File: src/rtl/pipeline_hazard_ctrl_if.sv
// Hazard-controller signal bundle: pipeline-side inputs and register-control outputs.
// The master side is the pipeline datapath; the slave side is the hazard controller.
interface pipeline_hazard_ctrl_if;
    logic [4:0]  idRs;
    logic [4:0]  idRt;
    logic        idUsesRt;
    logic [4:0]  exRs;
    logic [4:0]  exRt;
    logic [4:0]  exRd;
    logic        exRegWrite;
    logic        exMemRead;
    logic [4:0]  memRd;
    logic        memRegWrite;
    logic [4:0]  wbRd;
    logic        wbRegWrite;
    logic        branchTaken;
    logic        memReq;
    logic        memReady;

    logic        pcWrite;
    logic        ifidWrite;
    logic        idexWrite;
    logic        exmemWrite;
    logic        memwbWrite;
    logic        ifidFlush;
    logic        idexFlush;
    logic        memwbFlush;
    logic [1:0]  forwardA;
    logic [1:0]  forwardB;
    logic        memError;
    logic [15:0] stallCycles;

    modport master (
        output idRs, idRt, idUsesRt, exRs, exRt, exRd, exRegWrite, exMemRead,
               memRd, memRegWrite, wbRd, wbRegWrite, branchTaken, memReq, memReady,
        input  pcWrite, ifidWrite, idexWrite, exmemWrite, memwbWrite,
               ifidFlush, idexFlush, memwbFlush, forwardA, forwardB,
               memError, stallCycles
    );

    modport slave (
        input  idRs, idRt, idUsesRt, exRs, exRt, exRd, exRegWrite, exMemRead,
               memRd, memRegWrite, wbRd, wbRegWrite, branchTaken, memReq, memReady,
        output pcWrite, ifidWrite, idexWrite, exmemWrite, memwbWrite,
               ifidFlush, idexFlush, memwbFlush, forwardA, forwardB,
               memError, stallCycles
    );
endinterface

File: src/rtl/pipeline_hazard_ctrl.sv
// Stall/flush/forwarding controller for a 5-stage MIPS pipeline with a memory watchdog.
// Define HAZARD_FORWARDING_EN for EX operand forwarding; otherwise RAW hazards stall.
module pipeline_hazard_ctrl #(
    parameter int unsigned TIMEOUT = 64
) (
    input  logic                    clk,
    input  logic                    resetN,
    pipeline_hazard_ctrl_if.slave   hz,
    output logic [1:0]              state_o
);
    typedef enum logic [1:0] {
        RUN     = 2'd0,
        MEMWAIT = 2'd1,
        HALT    = 2'd2
    } state_e;

    // Write-enable order: {pc, ifid, idex, exmem, memwb}; flush order: {ifid, idex, memwb}.
    localparam logic [4:0] WE_ALL  = 5'b11111;
    localparam logic [4:0] WE_LU   = 5'b00111;
    localparam logic [4:0] WE_FRZ  = 5'b00001;
    localparam logic [2:0] FL_BR   = 3'b110;
    localparam logic [2:0] FL_LU   = 3'b010;
    localparam logic [2:0] FL_FRZ  = 3'b001;

    state_e      state_q, state_d;
    logic [15:0] wait_cnt_q, wait_cnt_d;
    logic [15:0] stall_cnt_q;
    logic        mem_stall;
    logic        data_stall;
    logic [4:0]  run_we, we;
    logic [2:0]  run_flush, flush;

    function automatic logic src_hit(input logic [4:0] src, input logic [4:0] dst,
                                     input logic dst_we);
        return dst_we && (dst != 5'd0) && (dst == src);
    endfunction

    assign mem_stall = hz.memReq && !hz.memReady;

`ifdef HAZARD_FORWARDING_EN
    function automatic logic [1:0] fwd_sel(input logic [4:0] src);
        logic [1:0] sel;
        sel = 2'b00;
        if (src_hit(src, hz.memRd, hz.memRegWrite))
            sel = 2'b10;
        else if (src_hit(src, hz.wbRd, hz.wbRegWrite))
            sel = 2'b01;
        return sel;
    endfunction

    assign data_stall = hz.exMemRead &&
                        (src_hit(hz.idRs, hz.exRd, hz.exRegWrite) ||
                         (hz.idUsesRt && src_hit(hz.idRt, hz.exRd, hz.exRegWrite)));
    assign hz.forwardA = fwd_sel(hz.exRs);
    assign hz.forwardB = fwd_sel(hz.exRt);
`else
    // Without forwarding, a producer in EX or MEM must drain to WB before ID may read.
    assign data_stall = src_hit(hz.idRs, hz.exRd, hz.exRegWrite) ||
                        src_hit(hz.idRs, hz.memRd, hz.memRegWrite) ||
                        (hz.idUsesRt && (src_hit(hz.idRt, hz.exRd, hz.exRegWrite) ||
                                         src_hit(hz.idRt, hz.memRd, hz.memRegWrite)));
    assign hz.forwardA = 2'b00;
    assign hz.forwardB = 2'b00;

    logic unused_fwd_inputs;
    assign unused_fwd_inputs = ^{hz.exRs, hz.exRt, hz.wbRd, hz.wbRegWrite, hz.exMemRead};
`endif

    always_comb begin
        run_we    = WE_ALL;
        run_flush = 3'b000;
        if (hz.branchTaken) begin
            run_flush = FL_BR;
        end else if (data_stall) begin
            run_we    = WE_LU;
            run_flush = FL_LU;
        end
    end

    always_comb begin
        state_d    = state_q;
        wait_cnt_d = wait_cnt_q;
        we         = run_we;
        flush      = run_flush;
        case (state_q)
            RUN: begin
                if (mem_stall) begin
                    we         = WE_FRZ;
                    flush      = FL_FRZ;
                    state_d    = MEMWAIT;
                    wait_cnt_d = 16'd1;
                end
            end
            MEMWAIT: begin
                if (!hz.memReady) begin
                    we         = WE_FRZ;
                    flush      = FL_FRZ;
                    wait_cnt_d = wait_cnt_q + 16'd1;
                    if (wait_cnt_q == 16'(TIMEOUT - 1))
                        state_d = HALT;
                end else begin
                    state_d    = RUN;
                    wait_cnt_d = 16'd0;
                end
            end
            default: begin
                we    = 5'b00000;
                flush = 3'b000;
            end
        endcase
    end

    always_ff @(posedge clk or negedge resetN) begin
        if (!resetN) begin
            state_q     <= RUN;
            wait_cnt_q  <= 16'd0;
            stall_cnt_q <= 16'd0;
        end else begin
            state_q    <= state_d;
            wait_cnt_q <= wait_cnt_d;
            if ((state_q != HALT) && !we[4] && (stall_cnt_q != 16'hFFFF))
                stall_cnt_q <= stall_cnt_q + 16'd1;
        end
    end

    assign {hz.pcWrite, hz.ifidWrite, hz.idexWrite, hz.exmemWrite, hz.memwbWrite} = we;
    assign {hz.ifidFlush, hz.idexFlush, hz.memwbFlush} = flush;
    assign hz.memError    = (state_q == HALT);
    assign hz.stallCycles = stall_cnt_q;
    assign state_o        = state_q;
endmodule

File: src/flat_wrapper.sv
// flat-port wrapper written by rule: the top's interface ports become plain ports
module pipeline_hazard_ctrl_flat 
#(
    parameter int unsigned TIMEOUT = 64
)
  (clk, resetN, state_o, hz_idRs, hz_idRt, hz_idUsesRt, hz_exRs, hz_exRt, hz_exRd, hz_exRegWrite, hz_exMemRead, hz_memRd, hz_memRegWrite, hz_wbRd, hz_wbRegWrite, hz_branchTaken, hz_memReq, hz_memReady, hz_pcWrite, hz_ifidWrite, hz_idexWrite, hz_exmemWrite, hz_memwbWrite, hz_ifidFlush, hz_idexFlush, hz_memwbFlush, hz_forwardA, hz_forwardB, hz_memError, hz_stallCycles);
  pipeline_hazard_ctrl_if hz_i ();
  input  logic clk;
  input  logic resetN;
  output logic [1:0] state_o;
  input wire logic [$bits(hz_i.idRs)-1:0] hz_idRs;
  input wire logic [$bits(hz_i.idRt)-1:0] hz_idRt;
  input wire logic [$bits(hz_i.idUsesRt)-1:0] hz_idUsesRt;
  input wire logic [$bits(hz_i.exRs)-1:0] hz_exRs;
  input wire logic [$bits(hz_i.exRt)-1:0] hz_exRt;
  input wire logic [$bits(hz_i.exRd)-1:0] hz_exRd;
  input wire logic [$bits(hz_i.exRegWrite)-1:0] hz_exRegWrite;
  input wire logic [$bits(hz_i.exMemRead)-1:0] hz_exMemRead;
  input wire logic [$bits(hz_i.memRd)-1:0] hz_memRd;
  input wire logic [$bits(hz_i.memRegWrite)-1:0] hz_memRegWrite;
  input wire logic [$bits(hz_i.wbRd)-1:0] hz_wbRd;
  input wire logic [$bits(hz_i.wbRegWrite)-1:0] hz_wbRegWrite;
  input wire logic [$bits(hz_i.branchTaken)-1:0] hz_branchTaken;
  input wire logic [$bits(hz_i.memReq)-1:0] hz_memReq;
  input wire logic [$bits(hz_i.memReady)-1:0] hz_memReady;
  output wire logic [$bits(hz_i.pcWrite)-1:0] hz_pcWrite;
  output wire logic [$bits(hz_i.ifidWrite)-1:0] hz_ifidWrite;
  output wire logic [$bits(hz_i.idexWrite)-1:0] hz_idexWrite;
  output wire logic [$bits(hz_i.exmemWrite)-1:0] hz_exmemWrite;
  output wire logic [$bits(hz_i.memwbWrite)-1:0] hz_memwbWrite;
  output wire logic [$bits(hz_i.ifidFlush)-1:0] hz_ifidFlush;
  output wire logic [$bits(hz_i.idexFlush)-1:0] hz_idexFlush;
  output wire logic [$bits(hz_i.memwbFlush)-1:0] hz_memwbFlush;
  output wire logic [$bits(hz_i.forwardA)-1:0] hz_forwardA;
  output wire logic [$bits(hz_i.forwardB)-1:0] hz_forwardB;
  output wire logic [$bits(hz_i.memError)-1:0] hz_memError;
  output wire logic [$bits(hz_i.stallCycles)-1:0] hz_stallCycles;
  assign hz_i.idRs = hz_idRs;
  assign hz_i.idRt = hz_idRt;
  assign hz_i.idUsesRt = hz_idUsesRt;
  assign hz_i.exRs = hz_exRs;
  assign hz_i.exRt = hz_exRt;
  assign hz_i.exRd = hz_exRd;
  assign hz_i.exRegWrite = hz_exRegWrite;
  assign hz_i.exMemRead = hz_exMemRead;
  assign hz_i.memRd = hz_memRd;
  assign hz_i.memRegWrite = hz_memRegWrite;
  assign hz_i.wbRd = hz_wbRd;
  assign hz_i.wbRegWrite = hz_wbRegWrite;
  assign hz_i.branchTaken = hz_branchTaken;
  assign hz_i.memReq = hz_memReq;
  assign hz_i.memReady = hz_memReady;
  assign hz_pcWrite = hz_i.pcWrite;
  assign hz_ifidWrite = hz_i.ifidWrite;
  assign hz_idexWrite = hz_i.idexWrite;
  assign hz_exmemWrite = hz_i.exmemWrite;
  assign hz_memwbWrite = hz_i.memwbWrite;
  assign hz_ifidFlush = hz_i.ifidFlush;
  assign hz_idexFlush = hz_i.idexFlush;
  assign hz_memwbFlush = hz_i.memwbFlush;
  assign hz_forwardA = hz_i.forwardA;
  assign hz_forwardB = hz_i.forwardB;
  assign hz_memError = hz_i.memError;
  assign hz_stallCycles = hz_i.stallCycles;
  pipeline_hazard_ctrl #(.TIMEOUT(TIMEOUT)) u_core (.clk(clk), .resetN(resetN), .hz(hz_i), .state_o(state_o));
endmodule
File: config.mk
export PLATFORM = sky130hd
export DESIGN_NAME = pipeline_hazard_ctrl_flat
export DESIGN_NICKNAME = d
export VERILOG_FILES = /design/src/rtl/pipeline_hazard_ctrl_if.sv /design/src/rtl/pipeline_hazard_ctrl.sv /design/src/flat_wrapper.sv
export SDC_FILE = /design/constraint.sdc
export NUM_CORES = 1
export LEC_CHECK = 0
export ABC_AREA = 1
export CORE_ASPECT_RATIO = 0.5
export CORE_MARGIN = 2
export CORE_UTILIZATION = 40
export CTS_CLUSTER_SIZE = 8
export DETAILED_ROUTE_END_ITERATION = 8
export PLACE_DENSITY = 0.71
export SLEW_MARGIN = 5
export SYNTH_ARGS = -nofsm -noshare
export SYNTH_HDL_FRONTEND = slang
export SYNTH_SLANG_ARGS = --single-unit
File: constraint.sdc
create_clock -name clk -period 2.2 [get_ports clk]
set_clock_uncertainty 0.15 [all_clocks]
set_input_delay 0.55 -clock clk [delete_from_list [all_inputs] [get_ports clk]]
set_output_delay 0.55 -clock clk [all_outputs]
set_load 0.02 [all_outputs]
After elaboration in Yosys (flattened, before gate mapping). Cells that the tools add are included.

Add/sub/neg operators: 2. Multipliers: 0. Divide/modulo/power cells: 0. Order comparisons: 0. Equal/unequal tests: 11. Shift-type cells: 0. Multiplexer cells: 17. Bitwise gates (word level): 0. Reduce and logical (&&, ||, !) cells: 21.

Operator list (count): $add 16x1->16 const B (2); $mux 16 (2); $pmux 16 s2 (1); $eq 5x5->1 (4); $mux 5 (4); $eq 16x6->1 const B (1); $ne 16x16->1 const B (1); $logic_and 1x1->1 (10); $pmux 5 s2 (1); $reduce_bool 5->1 (2); $mux 3 (3); $mux 2 (4); $pmux 3 s2 (1); $pmux 2 s2 (1); $logic_or 1x1->1 (3); $ne 3x2->1 const B (1); $reduce_and 3->1 (1); $eq 2x1->1 const B (1); $eq 2x2->1 const B (1); $logic_not 1->1 (2); $logic_not 2->1 (1); $ne 2x1->1 const B (1); $ne 2x2->1 const B (1); $reduce_and 2->1 (1); $reduce_bool 2->1 (1).

Register bits after elaboration: 34. Bits in latches: 0. Bits in writable memories: 0. Memory bits (read-only): 0. Input port bits: 45. Logic and storage cells: 54. Memories kept: 0.

Longest topological paths before layout.
Word-level depth: 13. Gate-level depth with buffers: 13. Depth with buffers taken out: 12.

Least setup slack after synthesis. Ideal clock, no wire load.

Kind: register to output. Start point: register u_core.state_q[1] (netlist: u_core.state_o[1]). End point: output port hz_pcWrite. Arrival time: 2002 ps. Required time: 1500 ps. Path slack: -502 ps. Stages on the path, launching flop included: 9. Path through: dfrtp_1 -> inv_1 -> nand2_2 -> o22ai_4 -> nand2_1 -> buf_2 -> buf_2 -> nand2_1 -> buf_4.

Longest elaborated chain between the ends: 2.

Ends and longest elaborated chain: from (decl) (line pipeline_hazard_ctrl.sv:25) `state_e state_q, state_d;`; from (signal assigned) (line pipeline_hazard_ctrl.sv:119) `state_q <= state_d;`; $eq 2x1->1 / $logic_not 2->1 (equally long branches) (line pipeline_hazard_ctrl.sv:85) `case (state_q)`; $pmux 5 s2 * (line pipeline_hazard_ctrl.sv:85); to (decl) (line flat_wrapper.sv:26) `output wire logic [$bits(hz_i.pcWrite)-1:0] hz_pcWrite;`.

Every way passes the cells marked *; elsewhere a longest branch is shown, timed or not.

Worst setup path in the final report.
Start point: input port hz_idRs[0]. End point: output port hz_idexFlush.

Longest elaborated chain between the ends: 8.

Ends and longest elaborated chain: from (decl) (line flat_wrapper.sv:11) `input wire logic [$bits(hz_i.idRs)-1:0] hz_idRs;`; $eq 5x5->1 (line pipeline_hazard_ctrl.sv:35) `return dst_we && (dst != 5'd0) && (dst == src);`; $logic_and 1x1->1 (line pipeline_hazard_ctrl.sv:35); $logic_or 1x1->1 * (line pipeline_hazard_ctrl.sv:58) `assign data_stall = src_hit(hz.idRs, hz.exRd, hz.exRegWrite) ||`; $logic_or 1x1->1 * (line pipeline_hazard_ctrl.sv:59) `src_hit(hz.idRs, hz.memRd, hz.memRegWrite) ||`; $mux 2 * (line pipeline_hazard_ctrl.sv:74) `end else if (data_stall) begin`; $mux 3 * (line pipeline_hazard_ctrl.sv:72) `if (hz.branchTaken) begin`; $mux 3 (on tied branches) (line pipeline_hazard_ctrl.sv:95, pipeline_hazard_ctrl.sv:87); $pmux 3 s2 * (line pipeline_hazard_ctrl.sv:85); to (decl) (line flat_wrapper.sv:32) `output wire logic [$bits(hz_i.idexFlush)-1:0] hz_idexFlush;`.

Marked as above.

==> impl.org <==
** Yosys
- The netlist uses 34 different library cells.
- Ranking of synthesized cells by instance count :: sky130_fd_sc_hd__nand2_1, sky130_fd_sc_hd__inv_1, sky130_fd_sc_hd__dfrtp_1
- Sequential area share after synthesis :: 35.6%
- Top-area cell type share of the netlist area :: 35.6%
- Syn Std Cell Area :: 0.00239 mm^2
- sky130_fd_sc_hd__nand2_1 is the most common cell in the netlist.
- In the synthesized netlist the async set-or-reset flop fraction comes to 100%.
- Synthesized area per cell :: 7.41 um^2
- The synthesized design contains 34 register bits.
- The cell count after synthesis came out at 322.
- Most used DFF post-synth :: sky130_fd_sc_hd__dfrtp_1
- Most area-consuming cells after synthesis :: sky130_fd_sc_hd__dfrtp_1, sky130_fd_sc_hd__nand2_1, sky130_fd_sc_hd__xnor2_1
- Top cell type by total area after synthesis :: sky130_fd_sc_hd__dfrtp_1
- In this run, synthesis inferred 0 flip-flops with an integrated enable.
- During synthesis, Yosys emitted a total of 0 warnings.

** Detailed routing
- DRC Markers :: 3
- Final ANT Viol Nets :: 0
- Wire length per cell :: 13.1 um
- Vias per cell :: 5.04
- The first detailed-routing pass took 6 iterations.
- Summed over all layers, the routed wires come to 6.15 mm.
- Total vias in the final route :: 2,370
- Number of DRC markers after the initial detailed-route iteration :: 206

** Clocking
- The clock drives 34 sinks.
- The tree is rooted in a sky130_fd_sc_hd__clkbuf_16.
- Clock-pin slew was measured on the worst setup and hold paths at 50 ps.
- Buffer levels on the longest clock path :: 2
- Number of buffers created by CTS :: 5
- Clock tree from TritonCTS :: built
- The H-tree was split into 2 levels.
- Worst-skew pair later-pin latency :: 270 ps

** Setup path
- Worst R2R Path Depth :: 9
- Worst setup SP type :: input pin
- In this run the critical register-to-register path is captured at u_core.wait_cnt_q[12]$_DFFE_PN0P_.
- Required time of the worst setup path :: 1500 ps
- Setup slack of the worst register-to-register path :: 230 ps
- Biggest fanout along the worst timing path :: 2
- At the worst endpoint, the arrival time is 1540 ps.
- The worst setup path is captured at an output pin.
- In this run the critical register-to-register path is launched from u_core.state_o[1]$_DFFE_PN0P_.
- The worst setup path is of the in2out kind.

** Final layout
- The repair_antennas step left the layout with diodes totalling 0.
- Share of final-layout standard cells stronger than drive strength 1 :: 23.9%
- The area growth from synthesis to layout is 41.4%.
- The layout has 479 filler cells.
- Fraction of the core area covered by cells at the end of the flow :: 60.1%
- At the end of the flow, the number of nets in the layout was 443.
- Final Cell Area :: 0.00337 mm^2

** Outcome
- The run finished, with violations left.
- The final reports fail on design-rule violations, negative setup slack.

** Pwr
- In this run the power density over the cells is 448 mW/mm^2.
- The internal portion of the total power is 1.17 mW.
- Sequential share of power :: 42.5%
- Power share of the combinational group :: 11.7%
- The clock network is responsible for 45.8% of the overall power.
- Highest ir drop seen on vdd :: 0.267 mV
- In this run the static leakage power is 1.70 nW.
- Switching component of the power :: 0.344 mW
- In this run switching power makes up 22.7% of total power.
- Post-route total power :: 1.51 mW

** STA
- Timing would allow up to 446 MHz.
- The smallest clock period supported by the final layout is computed as 2240 ps.
- Setup repair after global routing could not meet its margin everywhere.
- Period Utilization, post-route :: 102%
- Smallest setup slack after layout :: -40.6 ps
- Setup violations remaining at the end of the flow were counted as 3.
- Max-slew violation total from the final report :: 0
- Final count of hold timing violations :: 0

** Place
- Detailed placement ended at an HPWL of 4.72 mm.
- Quantity of I/O buffers inserted on ports :: 54
- Routability congestion estimate :: 0.887
- Placed inst area :: 0.00315 mm^2

** Die
- The floorplan has 19 rows.
- Number of top-level pins :: 76
- For this configuration, the core starts out at a cell density of 42.6%.
- Chip height :: 58.6 um
- The floorplan step defined a die boundary enclosing 0.00664 mm^2.
- The floorplan step defined a core boundary enclosing 0.00561 mm^2.
- The floorplan step set the die width to 113 um.

** Min path
- The startpoint identified for the worst hold timing path is u_core.wait_cnt_q[15]$_DFFE_PN0P_.
- The worst hold path terminates at u_core.wait_cnt_q[15]$_DFFE_PN0P_.
- The path class of the tightest hold or removal check is reg2reg.
- Number of cells on the worst hold path :: 2

** GRT
- Antenna violations before repair :: 0
- Entering global routing, the biggest net connects 35 pins.
- Vias in the first global route :: 2,395
- First-pass GRT wire length :: 11.0 mm
- For this run the aggregate overflow at the end of global routing stands at 0.
- Global routing used 20.4% of the available tracks across all layers.

** Run
- Max-cap violations in this run came to 0.
-- registers in the layout, indices dropped and copies added, names as in the netlist --
name	cells
u_core.hz.stallCycles	16
u_core.wait_cnt_q	16
u_core.state_o	2
-- worst max-delay path, stage by stage --
cell                      delay (ps)
sky130_fd_sc_hd__buf_2           120
sky130_fd_sc_hd__xnor2_1         150
sky130_fd_sc_hd__nand2_1          80
sky130_fd_sc_hd__nor2_1          110
sky130_fd_sc_hd__nand3_1          80
sky130_fd_sc_hd__nand2_1          90
sky130_fd_sc_hd__inv_2            50
sky130_fd_sc_hd__nand2_1          70
sky130_fd_sc_hd__nand2_1          50
sky130_fd_sc_hd__nand2_1          70
sky130_fd_sc_hd__buf_6           120
-- routing by layer --
layer  wire, um  share of wire [%]  up-vias  track usage, %
li1           -                  -     1193               -
met1       2840                 46     1126            25.6
met2       3060                 50       45            37.1
met3        201                3.3        6            4.22
met4         50               0.81        0            4.88
met5          0                  0        -               0
-- stage by stage --
step / setup slack [ps] / cells / hold slack, ps / TNS (ps)
after floorplan: -87.3 / 325 / 104 / -207
after global placement: -930 / 462 / 367 / -14020
after detailed placement: -966 / 462 / 369 / -15280
after CTS: -31.2 / 470 / 384 / -94.3
after global routing: -124 / 470 / 428 / -396
final: -40.6 / 470 / 382 / -113
-- worst max-delay path by stage --
stage / startpoint / endpoint / slack [ps] / cells past startpoint
floorplan: u_core.state_o[1]$_DFFE_PN0P_ / hz_pcWrite / -90 / 8
CTS: hz_idRt[0] / hz_ifidWrite / -30 / 10
detailed placement: hz_memRd[1] / hz_ifidWrite / -970 / 11
finish: hz_idRs[0] / hz_idexFlush / -40 / 11
global route: hz_exRd[0] / hz_ifidWrite / -120 / 11
global placement: hz_memRd[3] / hz_pcWrite / -930 / 11
-- what timing repair did --
item,CTS,global route
endpoints found under the hold margin,0,0
gates resized for setup,157,23
hold buffers,0,0
setup buffers,0,0
pin swaps,34,15
endpoints found under the setup margin,28,7
-- cells by family (layout without fill, tap and decap cells) --
kind of cell,Yosys count,in the layout,synth area share [%]
buf+inv,48,120,9.22
flops,34,34,35.6
compound gates,26,26,6.97
other cells,1,4,0.157
simple gates,177,177,34.5
fa+ha+maj,2,2,1.05
xor+xnor,34,34,12.5
-- cells in the final DEF (no fill, tap or decap), types with 2 or more instances in the layout --
master | synthesis | routed
sky130_fd_sc_hd__a21oi_1 | 8 | 8
sky130_fd_sc_hd__a31oi_1 | 2 | 2
sky130_fd_sc_hd__buf_2 | 5 | 9
sky130_fd_sc_hd__buf_4 | 6 | 24
sky130_fd_sc_hd__buf_6 | 0 | 13
sky130_fd_sc_hd__buf_8 | 1 | 3
sky130_fd_sc_hd__clkbuf_16 | 0 | 5
sky130_fd_sc_hd__clkdlybuf4s50_1 | 0 | 21
sky130_fd_sc_hd__conb_1 | 1 | 4
sky130_fd_sc_hd__dfrtp_1 | 34 | 32
sky130_fd_sc_hd__dfrtp_2 | 0 | 2
sky130_fd_sc_hd__dlygate4sd2_1 | 0 | 4
sky130_fd_sc_hd__ha_1 | 2 | 2
sky130_fd_sc_hd__inv_1 | 35 | 30
sky130_fd_sc_hd__inv_2 | 1 | 5
sky130_fd_sc_hd__nand2_1 | 86 | 82
sky130_fd_sc_hd__nand2_2 | 1 | 2
sky130_fd_sc_hd__nand2_4 | 0 | 2
sky130_fd_sc_hd__nand3_1 | 17 | 15
sky130_fd_sc_hd__nand3_2 | 1 | 2
sky130_fd_sc_hd__nand3_4 | 1 | 2
sky130_fd_sc_hd__nand3b_1 | 4 | 4
sky130_fd_sc_hd__nand4_1 | 23 | 23
sky130_fd_sc_hd__nor2_1 | 29 | 21
sky130_fd_sc_hd__nor2_2 | 4 | 7
sky130_fd_sc_hd__nor2_4 | 0 | 5
sky130_fd_sc_hd__nor3_1 | 6 | 6
sky130_fd_sc_hd__nor4_1 | 2 | 2
sky130_fd_sc_hd__o21ai_0 | 9 | 9
sky130_fd_sc_hd__xnor2_1 | 17 | 12
sky130_fd_sc_hd__xnor2_2 | 0 | 5
sky130_fd_sc_hd__xor2_1 | 17 | 17
-- cell type report --
type,count,area [um^2],share of cell area [%]
flip-flops and latches,34,853,25.3
well taps,73,91.3,2.71
inverters,36,138,4.08
repair buffers,76,683,20.2
clock inverters,1,5.00,0.148
clock buffers,7,143,4.23
multi-input cells,243,1460,43.3
-- power groups by stage --
| stage | combinational, mW | clock, mW | sequential, mW |
|---|---|---|---|
| 6_report | 0.177 | 0.693 | 0.642 |
| 5_1_grt | 0.195 | 0.740 | 0.642 |
| 4_1_cts | 0.166 | 0.712 | 0.642 |
| 3_5_place_dp | 0.160 | 0 | 0.652 |
| 3_3_place_gp | 0.155 | 0 | 0.652 |
| 2_1_floorplan | 0.0734 | 0 | 0.651 |
No activity file was read; power rests on OpenSTA's default activity.
